--- src/rtl/spi_pkg.sv ---
// Shared definitions for the SPI FIFO transmitter.
// Contents: FSM state encoding, default parameter values, mode-0 clock
// polarity/phase constants and a counter-width helper.
package spi_pkg;

    typedef enum logic [2:0] {
        IDLE,
        POP,
        LOAD,
        SHIFT,
        GAP
    } state_e;

    localparam int unsigned DEF_DATA_W  = 8;
    localparam int unsigned DEF_CLK_DIV = 4;
    localparam int unsigned DEF_GAP_CYC = 4;

    // SPI mode 0: sclk idles low, data sampled on the rising edge.
    localparam logic SPI_CPOL = 1'b0;
    localparam logic SPI_CPHA = 1'b0;

    // Width of a counter that must hold 0..n-1, never narrower than 1 bit.
    function automatic int unsigned cnt_w(input int unsigned n);
        return (n > 1) ? $clog2(n) : 1;
    endfunction

endpackage

--- src/rtl/spi_clk_div.sv ---
// sclk generator: counts CLK_DIV clk cycles per sclk half-period.
// Ports:
//   clk, rst   clock, async active-low reset
//   clr_i      forces counter to 0 and sclk to its idle level
//   en_i       advances the half-period counter
//   sclk_o     registered SPI clock
//   rise_c_o   combinational: sclk goes high on the next clk edge
//   fall_c_o   combinational: sclk goes low on the next clk edge
module spi_clk_div
    import spi_pkg::*;
#(
    parameter int unsigned CLK_DIV = DEF_CLK_DIV
) (
    input  logic clk,
    input  logic rst,
    input  logic clr_i,
    input  logic en_i,
    output logic sclk_o,
    output logic rise_c_o,
    output logic fall_c_o
);

    localparam int unsigned CNT_W = cnt_w(CLK_DIV);

    logic [CNT_W-1:0] cnt_q, cnt_d;
    logic             sclk_q, sclk_d;
    logic             half_end_c;

    assign half_end_c = en_i && !clr_i && (cnt_q == CNT_W'(CLK_DIV - 1));
    assign rise_c_o   = half_end_c && !sclk_q;
    assign fall_c_o   = half_end_c &&  sclk_q;
    assign sclk_o     = sclk_q;

    // Half-period counter; sclk toggles when a half-period completes.
    always_comb begin
        cnt_d  = cnt_q;
        sclk_d = sclk_q;
        if (clr_i) begin
            cnt_d  = '0;
            sclk_d = SPI_CPOL;
        end else if (half_end_c) begin
            cnt_d  = '0;
            sclk_d = ~sclk_q;
        end else if (en_i) begin
            cnt_d  = cnt_q + CNT_W'(1);
        end
    end

    always_ff @(posedge clk or negedge rst) begin
        if (!rst) begin
            cnt_q  <= '0;
            sclk_q <= SPI_CPOL;
        end else begin
            cnt_q  <= cnt_d;
            sclk_q <= sclk_d;
        end
    end

endmodule

--- src/rtl/spi_fifo_tx.sv ---
// SPI mode-0 transmitter draining a byte FIFO, MSB first, one byte per frame.
// Optional macro SPI_BURST_EN: back-to-back bytes share one cs_n-low window
// while the FIFO has data and enable stays high.
// Ports:
//   clk, rst      clock, async active-low reset
//   enable        permits new frames (sampled in IDLE and at byte end)
//   fifo_empty    FIFO empty flag
//   fifo_rd       one-cycle FIFO pop strobe
//   fifo_data     FIFO read data, valid one cycle after fifo_rd
//   sclk, mosi    SPI clock / data out
//   cs_n          SPI chip select, active-low
//   busy          high whenever the FSM is not idle
//   byte_done     one-cycle pulse after the last bit of each byte
module spi_fifo_tx
    import spi_pkg::*;
#(
    parameter int unsigned DATA_W  = DEF_DATA_W,
    parameter int unsigned CLK_DIV = DEF_CLK_DIV,
    parameter int unsigned GAP_CYC = DEF_GAP_CYC
) (
    input  logic              clk,
    input  logic              rst,
    input  logic              enable,
    input  logic              fifo_empty,
    output logic              fifo_rd,
    input  logic [DATA_W-1:0] fifo_data,
    output logic              sclk,
    output logic              mosi,
    output logic              cs_n,
    output logic              busy,
    output logic              byte_done
);

    localparam int unsigned BIT_W = cnt_w(DATA_W);
    localparam int unsigned GAP_W = cnt_w(GAP_CYC);

    state_e            state_q, state_d;
    logic [DATA_W-1:0] shift_q, shift_d;
    logic [BIT_W-1:0]  bit_q, bit_d;
    logic [GAP_W-1:0]  gap_q, gap_d;
    logic              fifo_rd_q, fifo_rd_d;
    logic              mosi_q, mosi_d;
    logic              cs_n_q, cs_n_d;
    logic              busy_q, busy_d;
    logic              byte_done_q, byte_done_d;
    logic              div_clr_c, div_en_c, rise_c, fall_c;
    logic              burst_go_c;

    assign div_en_c  = (state_q == SHIFT);
    assign div_clr_c = !div_en_c;

    spi_clk_div #(
        .CLK_DIV (CLK_DIV)
    ) u_clk_div (
        .clk      (clk),
        .rst      (rst),
        .clr_i    (div_clr_c),
        .en_i     (div_en_c),
        .sclk_o   (sclk),
        .rise_c_o (rise_c),
        .fall_c_o (fall_c)
    );

    // Whether the byte that is finishing chains straight into the next pop.
`ifdef SPI_BURST_EN
    assign burst_go_c = enable && !fifo_empty;
`else
    assign burst_go_c = 1'b0;
`endif

    // Next-state and output decode.
    always_comb begin
        state_d     = state_q;
        shift_d     = shift_q;
        bit_d       = bit_q;
        gap_d       = gap_q;
        fifo_rd_d   = 1'b0;
        mosi_d      = mosi_q;
        cs_n_d      = cs_n_q;
        byte_done_d = 1'b0;
        unique case (state_q)
            IDLE: begin
                cs_n_d = 1'b1;
                mosi_d = 1'b0;
                if (enable && !fifo_empty) begin
                    fifo_rd_d = 1'b1;
                    state_d   = POP;
                end
            end
            POP: begin
                state_d = LOAD;
            end
            LOAD: begin
                shift_d = fifo_data;
                mosi_d  = fifo_data[DATA_W-1];
                cs_n_d  = 1'b0;
                bit_d   = '0;
                state_d = SHIFT;
            end
            SHIFT: begin
                // Shift after the slave has sampled; present the new MSB on the fall.
                if (rise_c) begin
                    shift_d = shift_q << 1;
                end
                if (fall_c) begin
                    if (bit_q == BIT_W'(DATA_W - 1)) begin
                        byte_done_d = 1'b1;
                        mosi_d      = 1'b0;
                        if (burst_go_c) begin
                            fifo_rd_d = 1'b1;
                            state_d   = POP;
                        end else begin
                            cs_n_d  = 1'b1;
                            gap_d   = '0;
                            state_d = GAP;
                        end
                    end else begin
                        bit_d  = bit_q + BIT_W'(1);
                        mosi_d = shift_q[DATA_W-1];
                    end
                end
            end
            GAP: begin
                cs_n_d = 1'b1;
                mosi_d = 1'b0;
                if (gap_q == GAP_W'(GAP_CYC - 1)) begin
                    state_d = IDLE;
                end else begin
                    gap_d = gap_q + GAP_W'(1);
                end
            end
            default: begin
                state_d = IDLE;
            end
        endcase
        busy_d = (state_d != IDLE);
    end

    always_ff @(posedge clk or negedge rst) begin
        if (!rst) begin
            state_q     <= IDLE;
            shift_q     <= '0;
            bit_q       <= '0;
            gap_q       <= '0;
            fifo_rd_q   <= 1'b0;
            mosi_q      <= 1'b0;
            cs_n_q      <= 1'b1;
            busy_q      <= 1'b0;
            byte_done_q <= 1'b0;
        end else begin
            state_q     <= state_d;
            shift_q     <= shift_d;
            bit_q       <= bit_d;
            gap_q       <= gap_d;
            fifo_rd_q   <= fifo_rd_d;
            mosi_q      <= mosi_d;
            cs_n_q      <= cs_n_d;
            busy_q      <= busy_d;
            byte_done_q <= byte_done_d;
        end
    end

    assign fifo_rd   = fifo_rd_q;
    assign mosi      = mosi_q;
    assign cs_n      = cs_n_q;
    assign busy      = busy_q;
    assign byte_done = byte_done_q;

endmodule

--- config.mk ---
export PLATFORM = sky130hd
export DESIGN_NAME = spi_fifo_tx
export DESIGN_NICKNAME = d
export VERILOG_FILES = /design/src/rtl/spi_pkg.sv /design/src/rtl/spi_clk_div.sv /design/src/rtl/spi_fifo_tx.sv
export SDC_FILE = /design/constraint.sdc
export NUM_CORES = 1
export LEC_CHECK = 0
export ABC_CLOCK_PERIOD_IN_PS = 3000
export CAP_MARGIN = 20
export CORE_ASPECT_RATIO = 1.4
export CORE_MARGIN = 10
export CORE_UTILIZATION = 56
export DETAILED_ROUTE_END_ITERATION = 16
export PLACE_DENSITY = 0.83
export SYNTH_ARGS = -nofsm -noshare
export SYNTH_HDL_FRONTEND = slang
export SYNTH_SLANG_ARGS = --single-unit
--- constraint.sdc ---
create_clock -name clk -period 3 [get_ports clk]
set_input_delay 0.6 -clock clk [delete_from_list [all_inputs] [get_ports clk]]
set_output_delay 0.6 -clock clk [all_outputs]
set_load 0.1 [all_outputs]
Word-level counts from Yosys, hierarchy flattened
Cells that the tools add are included.
W data, S select, Z words.
{"block": "word_totals", "ff_bits": 24, "input_bits": 12, "out_inout_bits": 6, "elab_cells": 74}
{"block": "op_classes", "n_addsub": 3, "n_eq_ne": 13, "mux": 29, "n_bitwise": 1, "reduce_logical": 17}
{"cell": "$mux W3", "count": 6}
{"cell": "$pmux W8 S2", "count": 1}
{"cell": "$pmux W3 S5", "count": 1}
{"cell": "$mux W1", "count": 11}
{"cell": "$mux W2", "count": 5}
{"cell": "$mux W8", "count": 1}
{"cell": "$ne A2 B1 Y1 const B", "count": 4}
{"cell": "$eq A3 B2 Y1 const B", "count": 2}
{"cell": "$eq A3 B3 Y1 const B", "count": 2}
{"cell": "$pmux W1 S3", "count": 2}
{"cell": "$pmux W3 S2", "count": 1}
{"cell": "$reduce_and A3 Y1", "count": 2}
{"cell": "$reduce_bool A3 Y1", "count": 2}
{"cell": "$add A2 B1 Y2 const B", "count": 2}
{"cell": "$eq A2 B2 Y1 const B", "count": 2}
{"cell": "$logic_and A1 B1 Y1", "count": 4}
{"cell": "$ne A2 B2 Y1 const B", "count": 2}
{"cell": "$pmux W2 S2", "count": 1}
{"cell": "$reduce_and A2 Y1", "count": 2}
{"cell": "$reduce_and A4 Y1", "count": 1}
{"cell": "$reduce_bool A2 Y1", "count": 2}
{"cell": "$add A3 B1 Y3 const B", "count": 1}
{"cell": "$eq A3 B1 Y1 const B", "count": 1}
{"cell": "$logic_not A3 Y1", "count": 1}
{"cell": "3 further kinds", "count": 4}

Longest topological paths before layout
Gate-level depths: netlist of run 1.
{"block": "logic_depth", "word_depth": 6, "depth_mapped": 5, "mapped_depth_nobuf": 5}

Hierarchy
From an unflattened synthesis of run 1, not the netlist that was laid out.
{"block": "hier_totals", "cells_unflattened": 118, "area_unflattened_um2": 1207.4}
{"mod": "spi_fifo_tx", "instances": 1, "cells_per_inst": 103, "area_per_inst_um2": 1044.8, "seq_area_each_um2": 526.8}
{"mod": "spi_clk_div", "instances": 1, "cells_per_inst": 15, "area_per_inst_um2": 162.7, "seq_area_each_um2": 75.1}

Worst setup path after synthesis of run 1
Ideal clock, no wire load.
{"block": "synth_timing", "kind": "reg-to-reg", "from": "reg u_clk_div.sclk_q (netlist: u_clk_div.sclk_o)", "to": "reg bit_q[0]", "t_arrival_ps": 1853, "slack_ps": 1078, "stages_incl_launch_ff": 4, "period_less_slack_ps": 1922, "cell_sequence": "dfrtp_1 > nand3b_1 > or4b_1 > nand3_1"}
{"block": "synth_via", "elab_chain_cells": 3}
{"element": "from (decl)", "line": "spi_clk_div.sv:26", "rtl": "logic sclk_q, sclk_d;"}
{"element": "from (signal assigned)", "line": "spi_clk_div.sv:55", "rtl": "sclk_q <= sclk_d;"}
{"element": "$logic_and A1 B1 Y1", "line": "spi_clk_div.sv:31", "rtl": "assign fall_c_o = half_end_c && sclk_q;"}
{"element": "$ne A2 B1 Y1 (no source line)"}
{"element": "$reduce_and A3 Y1 (no source line)"}
{"element": "to (signal assigned)", "line": "spi_fifo_tx.sv:153", "rtl": "bit_q <= bit_d;"}
{"element": "to (decl)", "line": "spi_fifo_tx.sv:39", "rtl": "logic [BIT_W-1:0] bit_q, bit_d;"}
Every way passes these cells.
A chain may end at the register's enable or synchronous reset.

Final worst setup path of run 1
{"block": "layout_timing", "from": "reg state_q[1]", "to": "reg shift_q[1]"}
{"block": "layout_via", "elab_chain_cells": 5, "word_cells_on_any_way": 8}
{"element": "from (decl)", "line": "spi_fifo_tx.sv:37", "rtl": "state_e state_q, state_d;"}
{"element": "from (signal assigned)", "line": "spi_fifo_tx.sv:151", "rtl": "state_q <= state_d;"}
{"element": "$eq A3 B2 Y1", "line": "spi_fifo_tx.sv:49, spi_fifo_tx.sv:81"}
{"element": "$logic_and A1 B1 Y1", "line": "spi_clk_div.sv:29", "rtl": "assign half_end_c = en_i && !clr_i && (cnt_q == CNT_W'(CLK_DIV - 1));"}
{"element": "$logic_and A1 B1 Y1", "line": "spi_clk_div.sv:30", "rtl": "assign rise_c_o = half_end_c && !sclk_q;"}
{"element": "$ne A2 B1 Y1 (no source line)"}
{"element": "$reduce_and A2 Y1 (no source line)"}
{"element": "to (signal assigned)", "line": "spi_fifo_tx.sv:152", "rtl": "shift_q <= shift_d;"}
{"element": "to (decl)", "line": "spi_fifo_tx.sv:38", "rtl": "logic [DATA_W-1:0] shift_q, shift_d;"}
Parallel ways exist; a longest one is shown, timed or not.

==> results_dict.tcl, run 1 <==
set metrics [dict create \
    cts.repair_timing.setup_buffer_count 0 \
    initial_utilization_pct 58.7 \
    drv.max_cap_violation_count 0 \
    yosys-top-cells-area "dfrtp_1 (50%), o221a_2 (6.8%), ha_1 (4.3%)" \
    rsz_0062_raised_after_global_routing "no" \
    finalSetupTns_ps 0 \
    power.net_switching_uw 108 \
    die_height_um 73.8 \
    numClockSinks 24 \
    clock.fmax_mhz 545 \
    sequential_share_of_the_synthesized_area_pct 51.9 \
    floorplan.die_area_um2 4310 \
    report.final.hold_viol_count 0 \
    cts_repair_resize_count 0 \
    track_usage_pct 10.3 \
    placement.cell_area_um2 1300 \
    grt_pass1_vias 790 \
    cts_made_buffers 3 \
    synth_cells 105 \
    grt-ovfl-total 0 \
    pin_count 18 \
    share_of_post_route_cells_with_drive_strength_above_1_pct 16.7 \
    post_route_worst_hold_slack_ps 459 \
    final_util_pct 67.3 \
    final_area_um2 1330 \
    clk_transition_reported_paths_ps 120 \
    hold_buf_count_cts 0 \
    totalWireLength_um 2200 \
    clock-skew-final_ps 6.71 \
    share_of_power_burned_in_combinational_logic_pct 6.3 \
    final.fill_count 155 \
    synth.avg_cell_area_um2 11.0 \
    critical_path_arrival_ps 2100 \
    ctsRootBufferMaster "clkbuf_4" \
    pin_count_of_the_biggest_net_entering_global_routing 28 \
    drc 0 \
    power.sequential.fraction_pct 65.1 \
    synth_top_area_share_pct 49.7 \
    diodes 0 \
    timing.final.setup_violations 0 \
    routabilityCongestion 0.785 \
    grt_antenna_before_repair 0 \
    route.vias.total 823 \
    post-route-min-period_ps 1840 \
    grt_pass1_wl_um 3570 \
    most_frequent_cell_after_synthesis "dfrtp_1" \
    status "finished, final reports clean" \
    max_vdd_drop_v 0.000335 \
    max_slew.worst_pin.slew_ps 777 \
    syn-cell-area_um2 1160 \
    drt-initial-drc-count 10 \
    critical_path.endpoint_type "flop" \
    drt-wirelength-per-cell_um 15.6 \
    largest_fanout_on_the_critical_path 14 \
    hold_path.class "reg -> reg" \
    io_buffers 17 \
    yosys_warnings 0 \
    cts-htree-levels 1 \
    synth_area_leader_cell "dfrtp_1" \
    ys.flop_type "dfrtp_1" \
    net_count_of_the_finished_layout 137 \
    synth.distinct_cells 33 \
    core_area_um2 1970 \
    power.switching_fraction_pct 21.5 \
    tritoncts "yes" \
    dieWidth_um 58.4 \
    antenna_left 0 \
    critPathKind "reg -> reg" \
    synthesis.nets 121 \
    leakagePower_nw 0.604 \
    timing.critical_path.required_ps 3260 \
    synth_enable_flop_cells 0 \
    cell_internal_pwr_uw 394 \
    synth.ff_latch_count 24 \
    layout-area-overhead-vs-synth_pct 14.6 \
    powerDensity_nw_per_um2 378 \
    worst_skew_pair.late_latency_ps 320 \
    rows 19 \
    worstSetupStartpointType "flop" \
    timing.max_slew.rel_slack_pct 48.2 \
    synth_common_cells "dfrtp_1 (23), nand3_1 (8), nand2_1 (7), o221a_2 (7), or3_1 (7)" \
    detailed_place_hpwl_um 1590 \
    clk_path_buf_depth 2 \
    slew_violations 0 \
    final_min_period_over_clock_period_pct 61.2 \
    asyncSetResetFlopFracSynth_pct 100 \
    share_clk_of_total_power_pct 28.7 \
    reg2reg_setup_slack_ps 1160 \
    drt_via_density 5.84 \
    drt-pass1-iter-count 4 \
]
-- final timing paths --
kind / cells after the start / start / end
max: 3 / state_q[1] / shift_q[1]
min: 1 / u_clk_div.cnt_q[0] / u_clk_div.cnt_q[0]
max reg2reg: 3 / state_q[1] / shift_q[1]
min reg2reg: 1 / u_clk_div.cnt_q[0] / u_clk_div.cnt_q[0]
max in group asynchronous: 2 / rst / cs_n
min in group asynchronous: 2 / rst / shift_q[3]
-- power by group through the flow --
stage / sequential, mW / clock (mW) / combinational (mW)
2_1_floorplan: 0.338 / 0 / 0.00397
3_3_place_gp: 0.333 / 0 / 0.0318
3_5_place_dp: 0.333 / 0 / 0.0321
4_1_cts: 0.327 / 0.147 / 0.0323
5_1_grt: 0.327 / 0.157 / 0.0340
6_report: 0.327 / 0.144 / 0.0315
-- registers in the layout (all words and copies together), names as in the netlist --
| register | cells |
|---|---|
| shift_q | 8 |
| bit_q | 3 |
| state_q | 3 |
| gap_q | 2 |
| u_clk_div.cnt_q | 2 |
| busy | 1 |
| byte_done | 1 |
| cs_n | 1 |
| fifo_rd | 1 |
| mosi | 1 |
| u_clk_div.sclk_o | 1 |
-- metrics by stage --
stage / power [mW] / std cells / setup slack, ps
floorplan: 0.342 / 105 / 1080
global placement: 0.365 / 137 / 1280
detailed placement: 0.365 / 137 / 1230
CTS: 0.506 / 141 / 1200
global route: 0.518 / 141 / 1050
finish: 0.502 / 141 / 1160
-- layout make-up --
cell class,count,area (µm²),share of cell area (%)
Clock buffer,4,26.3,1.98
Tap cell,21,26.3,1.98
Multi-Input combinational cell,70,495,37.3
Sequential cell,24,602,45.3
Timing Repair Buffer,18,163,12.3
Inverter,4,15.0,1.13
-- cell usage in the layout (no fill, tap or decap), types with 3 or more instances in the layout --
cell type         n
nand2b_1          3
a21oi_1           5
ha_1              4
o221a_2           7
buf_4             7
nand3_1           8
or3_1             7
dfrtp_1          23
nand2_1           7
clkbuf_4          3
o21ai_0           3
clkdlybuf4s50_1  11
nor3_1            3
nor2_1            3
inv_1             4
-- routing by layer --
layer	GRT usage [%]	part of all wire [%]	wire length (µm)
met2	16.8	49	1080
met1	12.0	45	995
met3	2.07	3.7	82
met4	6.28	2.3	51
met5	0	0	0
-- worst max-delay path, cell delays in order (launching register included) --
cell	delay, ps
dfrtp_1	600
nand2b_1	330
a21oi_1	540
o221a_2	300
-- cells by family after synthesis --
family,Yosys count,share of synthesized area [%]
AND/OR/NAND/NOR,41,21.5
AO/OA/AOI/OAI,25,17.0
buffers and inverters,11,5.29
adder cells (fa/ha/maj),4,4.32
flip-flops,24,51.9
Note: power is estimated with default switching activity, not from simulation.
==> inputs of run 2 (changes only) <==
ABC_CLOCK_PERIOD_IN_PS = 1650   (was 3000)
CORE_UTILIZATION = 47   (was 56)
PLACE_DENSITY = 0.74   (was 0.83)
clock period = 1.65 ns   (was 3 ns; I/O delays follow)
==> results_dict.tcl, run 2 (synthesized netlist as in run 1, its figures left out) <==
set metrics [dict create \
    floorplan.die_area_um2 4880 \
    routabilityCongestion 0.782 \
    largest_fanout_on_the_critical_path 2 \
    slew_violations 0 \
    clock.fmax_mhz 617 \
    ctsRootBufferMaster "clkbuf_4" \
    post_route_worst_hold_slack_ps 357 \
    drt-initial-drc-count 38 \
    drt-wirelength-per-cell_um 15.9 \
    crit_slowest_cell "or4b_1" \
    crit_family "simple AND/OR/NAND/NOR gates" \
    max_vdd_drop_v 0.000363 \
    timing.max_slew.rel_slack_pct 73.6 \
    pin_count_of_the_biggest_net_entering_global_routing 25 \
    drv.max_cap_violation_count 0 \
    powerDensity_nw_per_um2 613 \
    place_worst_setup_slack_ps 43.4 \
    commonest_cells_after_routing_fill_and_taps_aside "dfrtp_1 (22), clkdlybuf4s50_1 (11), buf_4 (11), nand3_1 (8)" \
    drt-pass1-iter-count 4 \
    initial_utilization_pct 49.0 \
    clk_transition_reported_paths_ps 130 \
    numClockSinks 24 \
    leakagePower_nw 0.679 \
    timing.final.setup_violations 0 \
    finalSetupTns_ps 0 \
    final.fill_count 198 \
    worstSetupStartpointType "flop" \
    dieWidth_um 62.0 \
    critPathKind "reg -> reg" \
    clock-skew-final_ps 16.0 \
    cts_made_buffers 3 \
    antenna_left 0 \
    drc 0 \
    tritoncts "yes" \
    totalWireLength_um 2430 \
    timing.critical_path.required_ps 1910 \
    worst_skew_pair.late_latency_ps 310 \
    largest_register "shift_q" \
    grt_pass1_wl_um 4140 \
    reg2reg_setup_slack_ps 30 \
    share_of_post_route_cells_with_drive_strength_above_1_pct 25.4 \
    route.vias.total 885 \
    mostFrequentLayoutCell "dfrtp_1" \
    clk_path_buf_depth 2 \
    die_height_um 78.7 \
    grt_antenna_before_repair 0 \
    detailed_place_hpwl_um 1830 \
    core_area_um2 2360 \
    drt_via_density 5.78 \
    diodes 0 \
    timing.final.ws_setup_ps 30.2 \
    pin_count 18 \
    cpPeakStageDelay_ps 530 \
    rsz_0062_raised_after_global_routing "yes" \
    top_regs "shift_q (8), bit_q (3), state_q (3)" \
    final_util_pct 63.3 \
    grt_pass1_vias 916 \
    max_slew.worst_pin.slew_ps 397 \
    crit_path_cell_trace "ha_2, ha_4, nand3b_1, or4b_1, nand3_1" \
    rows 21 \
    net_count_of_the_finished_layout 147 \
    layout-area-overhead-vs-synth_pct 29.2 \
    report.final.hold_viol_count 0 \
    critical_path_arrival_ps 1880 \
    track_usage_pct 10.7 \
    post-route-min-period_ps 1620 \
    status "finished, final reports clean" \
    grt-ovfl-total 0 \
    io_buffers 17 \
    final_min_period_over_clock_period_pct 98.2 \
    critical_path.endpoint_type "flop" \
    largest_reg_flops 8 \
    hold_path.class "in -> async" \
    cts-htree-levels 1 \
    crit_buf_inv 0 \
    hold_buf_count_cts 0 \
]
run 2: per-layer routing:
| metal | wire length [µm] | track usage [%] |
|---|---|---|
| met4 | 11 | 4.26 |
| met1 | 1030 | 12.0 |
| met2 | 1260 | 18.2 |
| met3 | 129 | 2.87 |
| met5 | 0 | 0 |
run 2: final cells by class:
class                           count  area [µm²]  area share, %
Sequential cell                    24         603           40.3
Multi-Input combinational cell     70         510           34.1
Timing Repair Buffer               28         313           20.9
Tap cell                           23        28.8           1.92
Clock buffer                        4        26.3           1.76
Inverter                            4        15.0           1.00
run 2: report_power, final:
group | internal [mW] | total [mW] | switching, mW
Sequential | 0.592 | 0.595 | 0.00312
Combinational | 0.0336 | 0.0609 | 0.0273
Clock | 0.0943 | 0.262 | 0.168
Total | 0.720 | 0.918 | 0.198
run 2: through the flow:
| stage | instances | total power, mW | cell area, µm² |
|---|---|---|---|
| after detailed placement | 148 | 0.668 | 1450 |
| after global routing | 153 | 0.958 | 1500 |
| after floorplan | 105 | 0.621 | 1160 |
| after global placement | 148 | 0.667 | 1450 |
| after CTS | 153 | 0.933 | 1480 |
| final | 153 | 0.918 | 1500 |
run 2: final timing paths:
kind | from | end | cells after the start
setup reg to reg | bit_q[0] | bit_q[0] | 5
setup / recovery | bit_q[0] | bit_q[0] | 5
hold reg to reg | u_clk_div.cnt_q[0] | u_clk_div.cnt_q[0] | 1
max in group asynchronous | rst | cs_n | 2
hold / removal | rst | u_clk_div.cnt_q[0] | 2
min in group clk | u_clk_div.cnt_q[0] | u_clk_div.cnt_q[0] | 1
run 2: repair_timing:
| item | in CTS | in global routing |
|---|---|---|
| gates cloned | 0 | 0 |
| pin swaps | 0 | 2 |
| resized for setup | 0 | 3 |
| setup buffers | 1 | 0 |
| endpoints found under the setup margin | 1 | 1 |
run 2: worst register-to-register path, delay by kind of cell (launching register included):
| kind | cells | cell delay [ps] |
|---|---|---|
| flops | 1 | 420 |
| simple gates | 3 | 790 |
| fa+ha+maj | 2 | 360 |
==> inputs of run 3 (changes only) <==
ABC_CLOCK_PERIOD_IN_PS = 1400   (was 1650)
clock period = 1.4 ns   (was 1.65 ns; I/O delays follow)
==> results_dict.tcl, run 3 (synthesized netlist as in run 1, its figures left out) <==
set metrics [dict create \
    status "complete, but fails checks" \
    failed_checks "setup timing" \
    critical_path.endpoint_type "flop" \
    finish.cell_count_without_fillers 169 \
    worst_r2r_endpoint "bit_q[0]" \
    powerDensity_nw_per_um2 646 \
    drc 0 \
    routabilityCongestion 0.842 \
    final.fill_count 164 \
    grt_pass1_vias 1031 \
    hold_buf_count_cts 0 \
    commonest_cells_after_routing_fill_and_taps_aside "buf_4 (25), dfrtp_1 (22), clkdlybuf4s50_1 (11), or3_1 (7), o221a_2 (7)" \
    final_util_pct 72.3 \
    timing.critical_path.required_ps 1680 \
    placement.cell_area_um2 1530 \
    numClockSinks 24 \
    leakagePower_nw 0.780 \
    share_of_post_route_cells_with_drive_strength_above_1_pct 43.8 \
    ctsRootBufferMaster "clkbuf_4" \
    report.final.hold_viol_count 0 \
    drt-initial-drc-count 52 \
    drt_via_density 5.94 \
    rsz_0062_raised_after_global_routing "yes" \
    placed_cells 157 \
    critical_path_arrival_ps 1850 \
    pin_count 18 \
    antenna_left 0 \
    grt_antenna_before_repair 0 \
    critPathKind "reg -> reg" \
    totalWireLength_um 2960 \
    share_clk_of_total_power_pct 29.8 \
    critical_path.reg2reg.startpoint "bit_q[0]" \
    largest_fanout_on_the_critical_path 2 \
    share_of_power_burned_in_combinational_logic_pct 6.7 \
    hold_path.class "in -> async" \
    drt-pass1-iter-count 4 \
    power.net_switching_uw 254 \
    floorplan.die_area_um2 4880 \
    finalSetupTns_ps -252 \
    post-route-min-period_ps 1570 \
    reg2reg_depth 5 \
    clock.fmax_mhz 638 \
    top_regs "shift_q (8), bit_q (3), state_q (3)" \
    detailed_place_hpwl_um 1960 \
    clk_transition_reported_paths_ps 140 \
    worst_skew_pair.late_latency_ps 330 \
    diodes 0 \
    track_usage_pct 12.3 \
    dieWidth_um 62.0 \
    mostFrequentLayoutCell "buf_4" \
    grt-ovfl-total 0 \
    io_buffers 17 \
    core_area_um2 2360 \
    largest_register "shift_q" \
    pin_count_of_the_biggest_net_entering_global_routing 25 \
    cts_made_buffers 3 \
    drt-wirelength-per-cell_um 17.5 \
    timing.final.setup_violations 4 \
    power.sequential.fraction_pct 63.5 \
    slew_violations 0 \
    rows 21 \
    final_area_um2 1710 \
    drv.max_cap_violation_count 0 \
    timing.final.ws_setup_ps -168 \
    max_vdd_drop_v 0.000608 \
    largest_reg_flops 8 \
    initial_utilization_pct 49.0 \
    reg2reg_setup_slack_ps -170 \
    route.vias.total 1004 \
    timing.max_slew.rel_slack_pct 78.2 \
    max_slew.worst_pin.slew_ps 322 \
    worstSetupStartpointType "flop" \
    net_count_of_the_finished_layout 163 \
    tritoncts "yes" \
    cell_internal_pwr_uw 850 \
    power.switching_fraction_pct 23.0 \
    grt_pass1_wl_um 4740 \
    clk_path_buf_depth 2 \
    die_height_um 78.7 \
    final_min_period_over_clock_period_pct 112 \
    clock-skew-final_ps 12.0 \
    layout-area-overhead-vs-synth_pct 47.5 \
    cts-htree-levels 1 \
]
## run 3: power groups by stage
stage          Clock (mW)  Sequential [mW]  Combinational [mW]
5_1_grt             0.363            0.702              0.0793
3_3_place_gp            0            0.714              0.0721
3_5_place_dp            0            0.714              0.0735
2_1_floorplan           0            0.724             0.00850
6_report            0.329            0.701              0.0736
4_1_cts             0.328            0.701              0.0750
## run 3: cell type report
type                    count  area (µm²)  area share [%]
multi-input cells          70         593            34.7
well taps                  23        28.8            1.68
clock buffers               4        26.3            1.54
repair buffers             44         440            25.8
inverters                   4        15.0           0.878
flip-flops and latches     24         606            35.4
## run 3: repair_timing
| item | CTS | global route |
|---|---|---|
| pin swaps | 8 | 10 |
| resized for setup | 8 | 15 |
| setup endpoints to repair | 12 | 19 |
| setup buffers | 4 | 5 |
## run 3: worst max path at each step
stage	to	slack (ps)	startpoint
after global placement	bit_q[0]	-120	bit_q[1]
after detailed placement	bit_q[0]	-140	bit_q[1]
after CTS	bit_q[0]	-120	bit_q[1]
after floorplan	bit_q[0]	-220	bit_q[1]
final	bit_q[0]	-170	bit_q[0]
after global routing	bit_q[0]	-210	bit_q[0]
## run 3: layer usage
| layer | wire length [µm] | GRT usage [%] | share of wire (%) | vias up |
|---|---|---|---|---|
| li1 | - | - | - | 471 |
| met1 | 1090 | 13.2 | 37 | 504 |
| met2 | 1630 | 21.6 | 55 | 25 |
| met3 | 190 | 3.50 | 6.4 | 4 |
| met4 | 52 | 4.93 | 1.8 | 0 |
| met5 | 0 | 0 | 0 | - |
## run 3: through the flow
| step | power (mW) | worst slack [ps] | hold slack (ps) |
|---|---|---|---|
| floorplan | 0.732 | -221 | -15.6 |
| global placement | 0.786 | -119 | 433 |
| detailed placement | 0.788 | -138 | 435 |
| CTS | 1.10 | -118 | 307 |
| global route | 1.14 | -211 | 332 |
| finish | 1.10 | -168 | 290 |
## run 3: worst max-delay path, stage by stage, from the launching register on
cell	delay, ps
dfrtp_1	420
ha_2	200
ha_4	160
nand3b_1	180
or4b_1	480
nand3_1	90
==> RTL change 1 (config.mk and constraints of run 2) <==
Re-encode `state_e` (5 states) as one-hot, 5 bits wide.
--- a/src/rtl/spi_pkg.sv
+++ b/src/rtl/spi_pkg.sv
@@ -4,10 +4,10 @@
 package spi_pkg;
 
-    typedef enum logic [2:0] {
-        IDLE,
-        POP,
-        LOAD,
-        SHIFT,
-        GAP
+    typedef enum logic [4:0] {
+        IDLE  = 5'b00001,
+        POP   = 5'b00010,
+        LOAD  = 5'b00100,
+        SHIFT = 5'b01000,
+        GAP   = 5'b10000
     } state_e;
 
Check against the original RTL: same outputs for any inputs over 10 cycles, from zero or initial values and one cycle with rst low; not proved beyond that.
==> RTL change 1 against run 2 <==
The flow now finishes with violations (negative setup slack); critical path depth is the same; setup slack got worse by 0.11 ns; sequential cell count rose by 2; clock skew fell by 0.0063 ns; design area up 25%; die area grew 9.9%; final cell count increased by 22%; critical path type unchanged; wire length up 22%; via count rose by 12%; area after synthesis increased by 14%.
Power is not compared: it rests on default switching activity, and its combinational part moved more than twofold at a synthesized area within 25%.
==> RTL change 1: results (changes against run 2) <==
| Metric | Value |
|---|---|
| Routed wl met2 | `1610 um (was 1260 um)` |
| Syn Nets | `126 (was 121)` |
| Total negative slack | `-0.496 ns (was 0 ns)` |
| CP Data Arrival Time | `1.93 ns (was 1.88 ns)` |
| Synth cell count leaders | `dfrtp_1 (24), mux2_2 (8), nand2_1 (8) (was dfrtp_1 (23), nand3_1 (8), nand2_1 (7), o221a_2 (7), or3_1 (7))` |
| Clock skew | `0.00971 ns (was 0.0160 ns)` |
| Worst-margin pin slew | `0.339 ns (was 0.397 ns)` |
| Synth area leaders | `dfrtp_1 (45%), mux2_2 (6.8%), mux2i_1 (4.5%), mux2_4 (4.5%), dfstp_2 (4.0%) (was dfrtp_1 (50%), o221a_2 (6.8%), ha_1 (4.3%), or3_1 (3.8%), nand3_1 (3.5%))` |
| Largest regs | `shift_q (8), state_q (5), bit_q (3) (was shift_q (8), bit_q (3), state_q (3))` |
| Wire length on met3 | `103 um (was 129 um)` |
| Failing checks | `negative setup slack` |
| GRT Total Usage | `10.7% (about the same)` |
| Initial antenna violation count | `0 (unchanged)` |
| Fillers | `211 (was 198)` |
| Worst Hold Class | `input pin to asynchronous set/reset pin (unchanged)` |
| Post-synthesis sequential area ratio | `49.4% (was 51.9%)` |
| GPL Wtd Cong | `0.873 (was 0.782)` |
| Setup ws final | `-0.0790 ns (was 0.0302 ns)` |
| Layout cells sized above 1 | `43.0% (was 25.4%)` |
| Post-DP HPWL | `2130 um (was 1830 um)` |
| Total Routed Length | `2950 um (was 2430 um)` |
| Synth unique cells | `35 (was 33)` |
| DR vias | `993 (was 885)` |
| DRT iter0 DRCs | `58 (was 38)` |
| Vias in the first global route | `1066 (was 916)` |
| Clock-pin slew on the worst setup and hold paths | `0.15 ns (was 0.13 ns)` |
| Final setup violation count | `13 (was 0)` |
| CP max FO | `4 (was 2)` |
| Nets | `168 (was 147)` |
| Global-route wire length before repair | `4690 um (was 4140 um)` |
| Run status | `complete, but fails checks (was complete, no violations)` |
| Placement Setup Slack | `-0.0877 ns (was 0.0434 ns)` |
| Pin count of the biggest net entering global routing | `27 (was 25)` |
| WL met1 | `1230 um (was 1030 um)` |
[RTL change 1: cell types whose count changed after synthesis, sizes merged, moves of 3 or more]
cell | before | now
clkbuf | 3 | 0
mux2 | 0 | 12
mux2i | 0 | 6
nand3 | 8 | 0
o21ai | 3 | 7
o221a | 7 | 0
or3 | 7 | 0
[RTL change 1: metrics by stage]
step / total power, uW / cells / cell area (um2) / hold WS (ns) / util (%)
detailed placement: 1020 / 177 / 1720 / 0.438 / 64.5
floorplan: 899 / 110 / 1330 / 0.0344 / -
CTS: 1350 / 184 / 1830 / 0.372 / 68.5
global placement: 1010 / 177 / 1720 / 0.424 / 64.5
finish: 1350 / 187 / 1870 / 0.355 / 70.2
global route: 1420 / 187 / 1870 / 0.372 / 70.2
[RTL change 1: kinds of logic after synthesis]
logic type | after synthesis | synth area share, %
xor gates and xnor gates | 1 | 0.663
muxes | 18 | 15.9
AOI/OAI and AO/OA | 19 | 9.47
and+or+nand+nor | 30 | 14.6
buffers and inverters | 12 | 6.15
adders and majority gates | 4 | 3.79
DFF | 26 | 49.4
[RTL change 1: critical path, cell delays in order, from the launching register on]
cell	delay, ns
dfrtp_1	0.42
ha_2	0.19
or3b_1	0.36
or4_4	0.47
o21ai_4	0.10
mux2i_1	0.10
[RTL change 1: what timing repair did]
action,CTS,global route
setup endpoints to repair,12,14
buffers inserted,3,4
hold buffers,0,0
resized for setup,14,4
pin swaps,4,3
[RTL change 1: per-layer routing]
layer | vias up | track usage, %
met3 | 2 | 2.16
met5 | - | 0
met2 | 23 | 20.1
met1 | 497 | 12.1
met4 | 0 | 2.36
li1 | 471 | -
[RTL change 1: path summary, 6_finish.rpt]
path / endpoint / startpoint / cells past startpoint
setup / recovery: gap_q[0]$_DFFE_PN0P_ / gap_q[0]$_DFFE_PN0P_ / 5
max in group asynchronous: cs_n$_DFFE_PN1P_ / rst / 2
min in group clk: u_clk_div.cnt_q[0]$_DFF_PN0_ / u_clk_div.cnt_q[0]$_DFF_PN0_ / 1
hold / removal: bit_q[2]$_DFFE_PN0P_ / rst / 2
hold reg to reg: u_clk_div.cnt_q[0]$_DFF_PN0_ / u_clk_div.cnt_q[0]$_DFF_PN0_ / 1
setup reg to reg: gap_q[0]$_DFFE_PN0P_ / gap_q[0]$_DFFE_PN0P_ / 5
[RTL change 1: power breakdown]
| group | switching [uW] | internal [uW] | leakage, uW |
|---|---|---|---|
| Clock | 186 | 135 | 0.0000210 |
| Sequential | 38.7 | 691 | 0.000340 |
| Combinational | 149 | 153 | 0.000488 |
| Total | 374 | 979 | 0.000848 |
[RTL change 1: cell type report]
cell class | instances | share of cell area [%]
tap | 36 | 2.40
sequential | 26 | 34.9
clock buffer | 4 | 1.94
timing repair buffer | 43 | 24.2
multi-input combinational | 72 | 35.3
inverter | 6 | 1.20
==> RTL change 2 (config.mk and constraints of run 2) <==
Without the edit above. Add a define of `SPI_BURST_EN`.
--- a/src/rtl/spi_fifo_tx.sv
+++ b/src/rtl/spi_fifo_tx.sv
@@ -12,4 +12,6 @@
 //   busy          high whenever the FSM is not idle
 //   byte_done     one-cycle pulse after the last bit of each byte
+`define SPI_BURST_EN
+
 module spi_fifo_tx
     import spi_pkg::*;
Check against the original RTL: same outputs for any inputs over 10 cycles, from zero or initial values and one cycle with rst low; that may be too few to reach the edited logic, so the function may still have changed.
==> RTL change 2 against run 2 <==
Synthesized cell count grew 1.9%; design area up 9.6%; area after synthesis grew 11%; first-iteration DRC count is 79% lower; sequential cell count unchanged; via count decreased by 1.1%; non-clock buffer count is the same; count of clock-buffer cells in the layout is the same; final cell count grew 9.8%; setup slack got worse by 0.029 ns; wire length is 6.3% higher; critical endpoint unchanged.
Power is not compared: it rests on default switching activity, and its combinational part moved more than twofold at a synthesized area within 25%.
==> RTL change 2: results (changes against run 2) <==
| Metric | Value |
|---|---|
| GPL Wtd Cong | `0.794 (was 0.782)` |
| Nonclk buf count | `28 (unchanged)` |
| Synth area leaders | `dfrtp_1 (45%), mux2_4 (14%), ha_1 (4.8%), inv_1 (2.6%), buf_6 (2.6%) (was dfrtp_1 (50%), o221a_2 (6.8%), ha_1 (4.3%), or3_1 (3.8%), nand3_1 (3.5%))` |
| Mux contribution to synthesized area | `18.1% (was 0%)` |
| Worst-margin pin slew | `0.398 ns (was 0.397 ns)` |
| H-tree levels | `1 (unchanged)` |
| Fillers | `211 (was 198)` |
| Post-Synth Adder-Cell Area | `4.85% (was 4.32%)` |
| DRT iter0 DRCs | `8 (was 38)` |
| Syn Nets | `124 (was 121)` |
| Inverters | `9 (was 4)` |
| GRT Total Usage | `10.1% (was 10.7%)` |
| Area of the multi-input gates | `607 um2 (was 510 um2)` |
| Clock skew | `0.00533 ns (was 0.0160 ns)` |
| Critical path's largest stage delay | `0.41 ns (was 0.53 ns)` |
| Global-route wire length before repair | `4340 um (was 4140 um)` |
| Run status | `complete, no violations (unchanged)` |
| Nets | `150 (was 147)` |
| Dpl cells | `161 (was 148)` |
| Synth Area in Compound Gates | `11.3% (was 17.0%)` |
| Placement Setup Slack | `0.00141 ns (was 0.0434 ns)` |
| Synth cell count leaders | `dfrtp_1 (23), mux2_4 (12), inv_1 (9), nor2_1 (6), ha_1 (5) (was dfrtp_1 (23), nand3_1 (8), nand2_1 (7), o221a_2 (7), or3_1 (7))` |
| DR vias | `875 (was 885)` |
| Clk tree area frac | `2.21% (was 1.76%)` |
| Post-Layout Cell Count | `168 (was 153)` |
| NonClk Buf Share | `19.1% (was 20.9%)` |
| Slowest-stage cell, CP | `dfrtp_1 (was or4b_1)` |
| Multi-In Gates | `67 (was 70)` |
| Synth unique cells | `36 (was 33)` |
| Total Routed Length | `2580 um (was 2430 um)` |
| Post-synthesis sequential area ratio | `46.7% (was 51.9%)` |
| Sequential share of cell area | `36.9% (was 40.3%)` |
| Layout cells sized above 1 | `34.8% (was 25.4%)` |
| Clock buf count | `4 (unchanged)` |
| Largest delay contributor family on the critical path | `flip-flops (was simple AND/OR/NAND/NOR gates)` |
-- RTL change 2: changes by cell type after synthesis, moves of 4 or more --
cell and delta:
a21oi_1 -4, or3_1 -7, o221a_2 -7, mux2_4 +12
inv_1 +5, nand3_1 -5
-- RTL change 2: power groups by stage --
stage	clock network, uW	registers [uW]	logic, uW
floorplan	0	1170	838
global placement	0	946	1400
detailed placement	0	967	1450
CTS	327	950	1480
global route	354	978	1660
finish	314	950	1530
-- RTL change 2: through the flow --
stage          instance area (um2)  hold slack [ns]  utilization (%)  TNS (ns)
3_5_place_dp                  1570            0.457             60.1         0
2_1_floorplan                 1290           0.0344                -         0
3_3_place_gp                  1570            0.427             60.1         0
5_1_grt                       1640            0.364             62.7    -0.175
4_1_cts                       1620            0.353             61.8         0
6_report                      1640            0.351             62.7         0
-- RTL change 2: path summary, 6_finish.rpt --
kind | start | endpoint | slack (ns)
max | bit_q[1]$_DFFE_PN0P_ | bit_q[0]$_DFFE_PN0P_ | 0.001
min | rst | gap_q[1]$_DFFE_PN0P_ | 0.35
max reg2reg | bit_q[1]$_DFFE_PN0P_ | bit_q[0]$_DFFE_PN0P_ | 0.001
min reg2reg | u_clk_div.cnt_q[0]$_DFF_PN0_ | u_clk_div.cnt_q[0]$_DFF_PN0_ | 0.47
max in group asynchronous | rst | cs_n$_DFFE_PN1P_ | 1.02
min in group clk | u_clk_div.cnt_q[0]$_DFF_PN0_ | u_clk_div.cnt_q[0]$_DFF_PN0_ | 0.47
-- RTL change 2: layer usage --
layer,routed length (um),GRT usage [%],vias to the layer above
li1,-,-,427
met1,1100,12.0,431
met2,1380,17.6,15
met3,71,2.04,2
met4,32,3.86,0
met5,0,0,-
